`src/rtl/uart_autobaud_detector_if.sv`:
```
// Control/result bundle between the autobaud detector and its host.
// master = host that arms the detector; slave = the detector itself.
interface uart_autobaud_detector_if #(
    parameter int CNT_WIDTH = 32
);
    logic                 arm;
    logic                 busy;
    logic                 valid;
    logic                 error;
    logic [CNT_WIDTH-1:0] bit_period;
    logic [CNT_WIDTH-1:0] divisor;

    modport master (
        output arm,
        input  busy, valid, error, bit_period, divisor
    );

    modport slave (
        input  arm,
        output busy, valid, error, bit_period, divisor
    );
endinterface

```
`src/rtl/uart_autobaud_detector.sv`:
```
// Measures the bit period of a 0x55 sync character on rx and derives the
// half-period divisor for a runtime-loadable baud generator.
//
// state      | meaning
// -----------+-----------------------------------------------------------
// S_IDLE     | not armed, outputs hold last result
// S_WAIT_HIGH| armed, waiting for the line to be idle-high
// S_WAIT_START| waiting for the start-bit falling edge (E1)
// S_MEASURE  | timing intervals I1..I4 between falling edges E1..E5
// S_STOP     | waiting for the stop-bit rising edge after E5
// S_DONE     | one cycle: publish result or flag a zero divisor
module uart_autobaud_detector #(
    parameter int CLOCK_RATE   = 200_000_000,
    parameter int OVERSAMPLE   = 16,
    parameter int CNT_WIDTH    = 32,
    parameter int TIMEOUT_CLKS = 16_777_216,
    parameter int TOL_SHIFT    = 2
) (
    input  logic                    i_clk,
    input  logic                    i_rst,
    input  logic                    i_rx,
    uart_autobaud_detector_if.slave bus
);

    localparam int                   DIV_SHIFT = $clog2(2 * OVERSAMPLE);
    localparam logic [CNT_WIDTH-1:0] TIMEOUT_V = CNT_WIDTH'(TIMEOUT_CLKS);
    localparam logic [CNT_WIDTH-1:0] CNT_ONE   = CNT_WIDTH'(1);

    typedef enum logic [2:0] {
        S_IDLE,
        S_WAIT_HIGH,
        S_WAIT_START,
        S_MEASURE,
        S_STOP,
        S_DONE
    } state_t;

    state_t                 r_state;
    state_t                 w_state_nxt;

    logic                   r_rx_meta;
    logic                   r_rx_sync;
    logic                   r_rx_prev;
    logic                   w_fall;
    logic                   w_rise;

    logic [CNT_WIDTH-1:0]   r_cnt;
    logic [CNT_WIDTH-1:0]   w_cnt_nxt;
    logic [CNT_WIDTH+2:0]   r_total;
    logic [CNT_WIDTH+2:0]   w_total_nxt;
    logic [CNT_WIDTH-1:0]   r_i1;
    logic [CNT_WIDTH-1:0]   w_i1_nxt;
    logic [2:0]             r_edge_cnt;
    logic [2:0]             w_edge_nxt;

    logic [CNT_WIDTH-1:0]   r_bit_period;
    logic [CNT_WIDTH-1:0]   w_bp_nxt;
    logic [CNT_WIDTH-1:0]   r_divisor;
    logic [CNT_WIDTH-1:0]   w_div_nxt;
    logic                   r_valid;
    logic                   w_valid_nxt;
    logic                   r_error;
    logic                   w_error_nxt;
    logic                   r_busy;

    logic [CNT_WIDTH-1:0]   w_diff;
    logic                   w_out_of_tol;
    logic [CNT_WIDTH-1:0]   w_bp_calc;
    logic [CNT_WIDTH-1:0]   w_div_calc;

    assign w_fall = r_rx_prev & ~r_rx_sync;
    assign w_rise = ~r_rx_prev & r_rx_sync;

    assign w_diff       = (r_cnt >= r_i1) ? (r_cnt - r_i1) : (r_i1 - r_cnt);
    assign w_out_of_tol = w_diff > (r_i1 >> TOL_SHIFT);

    // total spans 8 bit times, so >>3 is one bit and a further shift gives the half-period
    assign w_bp_calc  = r_total[CNT_WIDTH+2:3];
    assign w_div_calc = w_bp_calc >> DIV_SHIFT;

    always_comb begin
        w_state_nxt = r_state;
        w_cnt_nxt   = r_cnt;
        w_total_nxt = r_total;
        w_i1_nxt    = r_i1;
        w_edge_nxt  = r_edge_cnt;
        w_bp_nxt    = r_bit_period;
        w_div_nxt   = r_divisor;
        w_valid_nxt = 1'b0;
        w_error_nxt = 1'b0;

        case (r_state)
            S_IDLE: begin
                if (bus.arm) w_state_nxt = S_WAIT_HIGH;
            end
            S_WAIT_HIGH: begin
                if (r_rx_sync) w_state_nxt = S_WAIT_START;
            end
            S_WAIT_START: begin
                if (w_fall) begin
                    w_state_nxt = S_MEASURE;
                    w_cnt_nxt   = CNT_ONE;
                    w_total_nxt = '0;
                    w_edge_nxt  = 3'd1;
                end
            end
            S_MEASURE: begin
                w_cnt_nxt = r_cnt + CNT_ONE;
                if (w_fall) begin
                    w_total_nxt = r_total + {3'b000, r_cnt};
                    w_cnt_nxt   = CNT_ONE;
                    w_edge_nxt  = r_edge_cnt + 3'd1;
                    if (r_edge_cnt == 3'd1) w_i1_nxt = r_cnt;
                    if ((r_edge_cnt >= 3'd2) && w_out_of_tol) begin
                        w_error_nxt = 1'b1;
                        w_state_nxt = S_IDLE;
                    end else if (r_edge_cnt == 3'd4) begin
                        w_state_nxt = S_STOP;
                    end
                end else if (r_cnt >= TIMEOUT_V) begin
                    w_error_nxt = 1'b1;
                    w_state_nxt = S_IDLE;
                end
            end
            S_STOP: begin
                w_cnt_nxt = r_cnt + CNT_ONE;
                if (w_rise && (r_cnt <= r_i1)) begin
                    w_state_nxt = S_DONE;
                end else if ((r_cnt >= r_i1) || (r_cnt >= TIMEOUT_V)) begin
                    w_error_nxt = 1'b1;
                    w_state_nxt = S_IDLE;
                end
            end
            S_DONE: begin
                w_state_nxt = S_IDLE;
                if (w_div_calc == '0) begin
                    w_error_nxt = 1'b1;
                end else begin
                    w_valid_nxt = 1'b1;
                    w_bp_nxt    = w_bp_calc;
                    w_div_nxt   = w_div_calc;
                end
            end
            default: w_state_nxt = S_IDLE;
        endcase

        // Re-arm abandons the current attempt silently; a result completing in DONE still publishes.
        if (bus.arm && (r_state != S_IDLE)) begin
            w_state_nxt = S_WAIT_HIGH;
            w_error_nxt = 1'b0;
        end
    end

    always_ff @(posedge i_clk or posedge i_rst) begin
        if (i_rst) begin
            r_rx_meta    <= 1'b1;
            r_rx_sync    <= 1'b1;
            r_rx_prev    <= 1'b1;
            r_state      <= S_IDLE;
            r_cnt        <= '0;
            r_total      <= '0;
            r_i1         <= '0;
            r_edge_cnt   <= '0;
            r_bit_period <= '0;
            r_divisor    <= '0;
            r_valid      <= 1'b0;
            r_error      <= 1'b0;
            r_busy       <= 1'b0;
        end else begin
            r_rx_meta    <= i_rx;
            r_rx_sync    <= r_rx_meta;
            r_rx_prev    <= r_rx_sync;
            r_state      <= w_state_nxt;
            r_cnt        <= w_cnt_nxt;
            r_total      <= w_total_nxt;
            r_i1         <= w_i1_nxt;
            r_edge_cnt   <= w_edge_nxt;
            r_bit_period <= w_bp_nxt;
            r_divisor    <= w_div_nxt;
            r_valid      <= w_valid_nxt;
            r_error      <= w_error_nxt;
            // busy stays up through the valid/error cycle and drops on the next one
            r_busy       <= (w_state_nxt != S_IDLE) | w_valid_nxt | w_error_nxt;
        end
    end

    assign bus.busy       = r_busy;
    assign bus.valid      = r_valid;
    assign bus.error      = r_error;
    assign bus.bit_period = r_bit_period;
    assign bus.divisor    = r_divisor;

endmodule
```
`src/flat_wrapper.sv`:
```
// flat-port wrapper written by rule: the top's interface ports become plain ports
module uart_autobaud_detector_flat 
#(
    parameter int CLOCK_RATE   = 200_000_000,
    parameter int OVERSAMPLE   = 16,
    parameter int CNT_WIDTH    = 32,
    parameter int TIMEOUT_CLKS = 16_777_216,
    parameter int TOL_SHIFT    = 2
)
  (i_clk, i_rst, i_rx, bus_arm, bus_busy, bus_valid, bus_error, bus_bit_period, bus_divisor);
  uart_autobaud_detector_if #(.CNT_WIDTH(CNT_WIDTH)) bus_i ();
  input  logic i_clk;
  input  logic i_rst;
  input  logic i_rx;
  input wire logic [$bits(bus_i.arm)-1:0] bus_arm;
  output wire logic [$bits(bus_i.busy)-1:0] bus_busy;
  output wire logic [$bits(bus_i.valid)-1:0] bus_valid;
  output wire logic [$bits(bus_i.error)-1:0] bus_error;
  output wire logic [$bits(bus_i.bit_period)-1:0] bus_bit_period;
  output wire logic [$bits(bus_i.divisor)-1:0] bus_divisor;
  assign bus_i.arm = bus_arm;
  assign bus_busy = bus_i.busy;
  assign bus_valid = bus_i.valid;
  assign bus_error = bus_i.error;
  assign bus_bit_period = bus_i.bit_period;
  assign bus_divisor = bus_i.divisor;
  uart_autobaud_detector #(.CLOCK_RATE(CLOCK_RATE), .OVERSAMPLE(OVERSAMPLE), .CNT_WIDTH(CNT_WIDTH), .TIMEOUT_CLKS(TIMEOUT_CLKS), .TOL_SHIFT(TOL_SHIFT)) u_core (.i_clk(i_clk), .i_rst(i_rst), .i_rx(i_rx), .bus(bus_i));
endmodule
```
`config.mk`:
```
export PLATFORM = sky130hd
export DESIGN_NAME = uart_autobaud_detector_flat
export DESIGN_NICKNAME = d
export VERILOG_FILES = /design/src/rtl/uart_autobaud_detector_if.sv /design/src/rtl/uart_autobaud_detector.sv /design/src/flat_wrapper.sv
export SDC_FILE = /design/constraint.sdc
export NUM_CORES = 1
export LEC_CHECK = 0
export CORE_UTILIZATION = 30
export DETAILED_ROUTE_END_ITERATION = 8
export PLACE_DENSITY = 0.49
export SYNTH_ARGS = -nofsm -noshare
export SYNTH_HDL_FRONTEND = slang
export SYNTH_SLANG_ARGS = --single-unit
```
`constraint.sdc`:
```
create_clock -name i_clk -period 6.9 [get_ports i_clk]
set_input_delay 1.38 -clock i_clk [delete_from_list [all_inputs] [get_ports i_clk]]
set_output_delay 1.38 -clock i_clk [all_outputs]
set_load 0.01 [all_outputs]
```
# Word level (Yosys, flattened, before mapping)
# Index checks and enable logic that the tools add are counted.
[op_classes]
reduce_logical = 14
n_addsub = 5
n_eq_ne = 9
n_shift = 0
magnitude_cmp = 5
mul = 0
n_mux = 31
bitwise_logic = 7
div_mod_pow = 0
[op_table]
columns = ["op", "n"]
rows = [
  ["two-way mux 32 bit", 3],
  ["one-hot mux 32 bit (3 select lines)", 1],
  ["two-way mux 35 bit", 2],
  ["one-hot mux 35 bit (2 select lines)", 1],
  ["subtractor 32 bit", 2],
  ["two-way mux 3 bit", 12],
  ["adder 35 x 32 -> 35 bit", 1],
  ["adder 32 x 1 -> 32 bit (second input constant)", 1],
  ["greater-or-equal comparator 32 x 25 -> 1 bit (second input constant)", 1],
  ["greater-or-equal comparator 32 bit", 1],
  ["> comparator 32 x 30 -> 1 bit", 1],
  ["less-or-equal comparator 32 bit", 1],
  ["zero test 32 bit", 1],
  ["one-hot mux 3 bit (5 select lines)", 1],
  ["equality test 3 bit (second input constant)", 3],
  ["two-way mux 1 bit", 9],
  ["nonzero test 3 bit", 3],
  ["equality test 3 x 1 -> 1 bit (second input constant)", 2],
  ["equality test 3 x 2 -> 1 bit (second input constant)", 2],
  ["one-hot mux 3 bit (2 select lines)", 1],
  ["AND reduction 3 bit", 2],
  ["!= test 2 x 1 -> 1 bit (second input constant)", 2],
  ["AND reduction 2 bit", 2],
  ["adder 3 x 1 -> 3 bit (second input constant)", 1],
  ["9 further kinds", 15],
]
[totals]
latch_bits = 0
reg_bits = 170
inputBits = 4
mem_bits_ro = 0
mem_bits_rw = 0
word_cells = 84
memories = 0

# Depth between registers and ports, before layout
[depth]
ltp_word = 11
ltp_mapped = 26

# Worst setup path after synthesis
# Ideal clock, no wire load.
[synth_timing]
path_type = "flip-flop to flip-flop"
start = "register u_core.r_i1[6]"
end = "register u_core.r_busy, in the netlist u_core.bus.busy"
arrival_time_ns = 5.527
path_slack_ns = 1.234
required_ns = 6.761
path_stages_with_launch = 23
cell_sequence = "dfrtp_1 > inv_1 > ha_1 > a21o_1 > a221o_1 > o21ai_1 > a21oi_1 > nor3_1 > buf_2 > mux2_2 > a221oi_4 > o211ai_1 > xor2_1 > ha_1 > nand2_1 > nor4_1 > nand3_1 > or4_1 > o31a_1 > or4_4 > o211ai_2 > o31ai_2 > or4b_1"
[synth_rtl]
columns = ["element", "line", "rtl"]
rows = [
  ["start, declared", "uart_autobaud_detector.sv:51", "logic [CNT_WIDTH-1:0] r_i1;"],
  ["start signal, assigned", "uart_autobaud_detector.sv:176", "r_i1 <= w_i1_nxt;"],
  ["subtractor 32 bit or greater-or-equal comparator 32 bit (tied branches)", "uart_autobaud_detector.sv:74, uart_autobaud_detector.sv:129", ""],
  ["two-way mux 32 bit", "uart_autobaud_detector.sv:74", "assign w_diff = (r_cnt >= r_i1) ? (r_cnt - r_i1) : (r_i1 - r_cnt);"],
  ["> comparator 32 x 30 -> 1 bit", "uart_autobaud_detector.sv:75", "assign w_out_of_tol = w_diff > (r_i1 >> TOL_SHIFT);"],
  ["logical AND 1 bit", "uart_autobaud_detector.sv:114", "if ((r_edge_cnt >= 3'd2) && w_out_of_tol) begin"],
  ["two-way mux 1 bit", "uart_autobaud_detector.sv:114", ""],
  ["two-way mux 1 bit", "uart_autobaud_detector.sv:109", "if (w_fall) begin"],
  ["one-hot mux 1 bit (3 select lines) *", "uart_autobaud_detector.sv:92", "case (r_state)"],
  ["two-way mux 1 bit *", "uart_autobaud_detector.sv:148", "if (bus.arm && (r_state != S_IDLE)) begin"],
  ["net u_core.w_error_nxt", "uart_autobaud_detector.sv:63", "logic w_error_nxt;"],
  ["OR 1 bit *", "uart_autobaud_detector.sv:183", "r_busy <= (w_state_nxt != S_IDLE) | w_valid_nxt | w_error_nxt;"],
  ["end signal, assigned", "uart_autobaud_detector.sv:183", ""],
  ["end, declared", "uart_autobaud_detector.sv:64", "logic r_busy;"],
]
# Mark *: on every way through the listed nets, which the timed path passes. The rest lies on a longest branch.
# A chain may end at the register's enable or synchronous reset.

# Worst setup path in the final report
[layout_timing]
start = "register u_core.r_cnt[17]"
end = "register u_core.r_busy, in the netlist u_core.bus.busy"
[layout_rtl]
columns = ["element", "line", "rtl"]
rows = [
  ["start, declared", "uart_autobaud_detector.sv:47", "logic [CNT_WIDTH-1:0] r_cnt;"],
  ["start signal, assigned", "uart_autobaud_detector.sv:174", "r_cnt <= w_cnt_nxt;"],
  ["subtractor 32 bit or greater-or-equal comparator 32 bit (tied branches)", "uart_autobaud_detector.sv:74, uart_autobaud_detector.sv:129", ""],
  ["two-way mux 32 bit", "uart_autobaud_detector.sv:74", ""],
  ["> comparator 32 x 30 -> 1 bit", "uart_autobaud_detector.sv:75", ""],
  ["logical AND 1 bit", "uart_autobaud_detector.sv:114", ""],
  ["two-way mux 1 bit", "uart_autobaud_detector.sv:114", ""],
  ["two-way mux 1 bit", "uart_autobaud_detector.sv:109", ""],
  ["one-hot mux 1 bit (3 select lines) *", "uart_autobaud_detector.sv:92", ""],
  ["two-way mux 1 bit *", "uart_autobaud_detector.sv:148", ""],
  ["net u_core.w_error_nxt", "uart_autobaud_detector.sv:63", ""],
  ["OR 1 bit *", "uart_autobaud_detector.sv:183", ""],
]
# Marked as above.

==> results.yml <==
status:
  status: "complete, no violations"
drt:
  wl_mm: 38.0
  post-route-drc-count: 0
  ant_nets: 0
  dr.first_iter.drc_count: 622
  detailedRoute.firstPassIterationCount: 7
  drt-vias-per-instance: 5.15
  route.vias.total: 10400
  drt-wirelength-per-cell_um: 18.8
setup_path:
  worstPathMaxFanout: 8
  critPathCaptureType: "flip-flop"
  slowest_stage_cell_crit_path: "sky130_fd_sc_hd__or4_1"
  timing_worst_setup_path_type: "flip-flop to flip-flop"
  cp_cell_sequence: "ha_1 -> a21oi_1 -> o21ai_0 -> buf_4 -> a211oi_1 -> o21ai_1 -> nor3_2 -> mux2_2 -> a221oi_4 -> o211ai_1 -> xor2_1 -> ha_1 -> nand2_1 -> nor4_1 -> buf_4 -> nand3_1 -> or4_1 -> o31a_1 -> or4_4 -> o211ai_2 -> o31ai_2 -> or4b_1"
  critical_path.top_delay_family: "simple AND/OR/NAND/NOR gates"
  critical_path_required_ns: 7.21
  cp.arrival_ns: 6.72
  timing.critical_path.from_type: "flip-flop"
  worst_path_largest_cell_delay_ns: 0.54
  number_of_buffers_and_inverters_on_the_critical_path: 2
sta:
  final.hold.worst_slack_ns: 0.356
  finalSetupViolations: 0
  period_minus_slack_ns: 6.40
  timing.setup.tns_ns: 0
  layout_worst_path_cycle_share: 0.928
  slew_headroom: 0.227
  tightest_slew_ns: 1.16
  finalClockSkew_ns: 0.0113
  max_clock_freq_ghz: 0.156
  drv_slew: 0
  final_hold_viol_count: 0
  rsz_0062_raised_after_global_routing: "no"
logic_synthesis:
  synthesis.area_um2: 11700
  ys_ff_latch: 143
  syn_area_per_cell_um2: 8.11
  synth_enable_flop_cells: 0
  seq_area_frac_synth: 0.305
  yosysWarnings: 0
  netlist_instances: 1447
  synth_cell_types: 75
  synth_ff_type: "sky130_fd_sc_hd__dfrtp_1"
  async_flop_share: 1.00
power_and_ir_drop:
  vdd_ir_drop_max_v: 0.000167
  power.density_nw_per_um2: 343
  power.leakage_nw: 6.34
floorplanning:
  rows: 72
  ioPinCount: 71
  floorplan.initialDensity: 0.304
  core_footprint_um2: 38600
  die_h_um: 200
  die-width_um: 200
  dieArea_um2: 39900
global_route:
  via_count_of_the_first_global_routing_pass: 10200
  grt_use_total: 0.196
  grt_start_max_net_pins: 104
  grt_remaining_overflow: 0
  grt_first_pass_wirelength_mm: 59.2
  antenna_violations_before_repair: 0
clock_tree:
  path_clk_slew_ns: 0.07
  cts.htree.levels: 4
  cts_made_buffers: 17
  total_of_cells_resized_after_clock_tree_synthesis: 0
  cts-root-to-sink-buffers: 2
  worst_skew_pair.late_latency_ns: 0.45
  clock_tree_from_tritoncts: "yes"
  cts.sinks: 143
  cts_post_setup_buffers_inserted: 0
  clock_tree.root_cell: "sky130_fd_sc_hd__clkbuf_16"
  cts-hold-fix-buffers: 0
final_layout:
  layout.cells.most_common: "sky130_fd_sc_hd__nand2_1"
  layout.cells.non_filler: 2017
  layout_common_cells: "sky130_fd_sc_hd__nand2_1, sky130_fd_sc_hd__dfrtp_1, sky130_fd_sc_hd__ha_1"
  antenna-diode-count: 0
  design.final.nets: 1623
  syn2layout_area_growth_pct: 15.0
  layout-drive-gt1-share: 0.0660
placed_design:
  place.gp.congestion: 0.937
  port_buffers: 65
  place_hpwl_mm: 29.8
  post-place-cells: 1985
flow_run:
  max-cap-violations: 0
min_path:
  hp-class: "flip-flop to flip-flop"
area by class of cell:
| type | instances | area, um2 |
|---|---|---|
| multi-input combinational | 1129 | 7350 |
| timing repair buffer | 105 | 951 |
| fill | 4073 | 25200 |
| clock inverter | 11 | 154 |
| clock buffer | 21 | 460 |
| tap | 518 | 648 |
| inverter | 90 | 343 |
| sequential | 143 | 3580 |
cell families (layout without fill, tap and decap cells):
kind of cell / Yosys count / after routing / synth area share
other cells: 1 / 5 / 0.000320
buf+inv: 179 / 227 / 0.0701
fa+ha+maj: 133 / 133 / 0.144
flops: 143 / 143 / 0.305
compound gates: 412 / 412 / 0.220
mux: 16 / 16 / 0.0145
xor+xnor: 79 / 79 / 0.0590
simple gates: 484 / 484 / 0.187
registers in the layout (all words and copies together), names as in the netlist, 3 cells and up:
name and count:
u_core.r_state 3, u_core.r_edge_cnt 3, u_core.r_cnt 32, u_core.r_total 35, u_core.r_i1 32, u_core.bus.bit_period 32
metrics by stage:
stage | util | area [um2] | power [mW] | setup WS, ns
after detailed placement | 0.333 | 12900 | 3.59 | 0.533
after global routing | 0.349 | 13500 | 4.98 | 0.00999
final | 0.349 | 13500 | 4.62 | 0.496
after CTS | 0.349 | 13500 | 4.63 | 0.482
after floorplan | - | 11700 | 2.72 | 1.23
after global placement | 0.333 | 12900 | 3.63 | 0.519
final timing paths:
| check | from | end | slack (ns) | depth (start not counted) |
|---|---|---|---|---|
| max | u_core.r_cnt[17] | u_core.bus.busy | 0.50 | 22 |
| min | u_core.r_rx_meta | u_core.r_rx_sync | 0.36 | 0 |
| max reg2reg | u_core.r_cnt[17] | u_core.bus.busy | 0.50 | 22 |
| min reg2reg | u_core.r_rx_meta | u_core.r_rx_sync | 0.36 | 0 |
| max in group asynchronous | i_rst | u_core.r_cnt[30] | 4.18 | 3 |
| min in group asynchronous | i_rst | u_core.bus.bit_period[2] | 1.55 | 2 |
routing by layer:
layer | routed length [um] | GRT usage
met1 | 18400 | 0.270
met2 | 17200 | 0.311
met3 | 1400 | 0.0316
met4 | 932 | 0.0619
met5 | 0 | 0
Yosys cell counts (4+ instances only):
cell                         n  share of area
sky130_fd_sc_hd__o21a_1      9         0.0058
sky130_fd_sc_hd__nand4_1    26          0.014
sky130_fd_sc_hd__xor2_1     20          0.015
sky130_fd_sc_hd__dfrtp_1   140           0.30
sky130_fd_sc_hd__nand2_1   226          0.072
sky130_fd_sc_hd__o31ai_1    13         0.0083
sky130_fd_sc_hd__buf_2      12         0.0051
sky130_fd_sc_hd__a21boi_0    4         0.0026
sky130_fd_sc_hd__nor3_1     22         0.0094
sky130_fd_sc_hd__ha_1      130           0.14
sky130_fd_sc_hd__a21oi_1   112          0.048
sky130_fd_sc_hd__nor3b_1     4         0.0026
sky130_fd_sc_hd__and2_1      6         0.0032
sky130_fd_sc_hd__mux2i_1     8         0.0068
sky130_fd_sc_hd__a221oi_1    6         0.0045
sky130_fd_sc_hd__nand2b_1   11         0.0059
sky130_fd_sc_hd__nor2_1    100          0.032
sky130_fd_sc_hd__inv_1      89          0.028
sky130_fd_sc_hd__clkbuf_1   39          0.012
sky130_fd_sc_hd__mux2_2      8         0.0077
sky130_fd_sc_hd__xnor2_1    59          0.044
sky130_fd_sc_hd__o21ai_1    12         0.0051
sky130_fd_sc_hd__a21o_1     41          0.026
sky130_fd_sc_hd__nand3_1    29          0.012
sky130_fd_sc_hd__buf_4      34          0.022
sky130_fd_sc_hd__o211ai_1   13         0.0083
sky130_fd_sc_hd__o21bai_1   15         0.0096
sky130_fd_sc_hd__nor4_1      9         0.0048
sky130_fd_sc_hd__nor2b_1     9         0.0048
sky130_fd_sc_hd__and3_1     10         0.0053
sky130_fd_sc_hd__a211oi_1   23          0.015
sky130_fd_sc_hd__or3_1      14         0.0075
sky130_fd_sc_hd__o21ai_0   122          0.052
where the power goes:
part	leakage, nW	internal, mW	switching, mW	total, mW
Combinational	4.08	1.18	1.51	2.69
Sequential	1.96	0.873	0.0512	0.924
Clock	0.295	0.593	0.414	1.01
worst reg2reg max path: cells and delay by family (launching register included):
family	cells	cell delay, ns
mux	1	0.41
fa+ha+maj	2	0.77
buf+inv	2	0.33
xor+xnor	1	0.20
compound gates	9	1.79
simple gates	7	2.30
flops	1	0.47
Power figures use the tool's default switching activity.
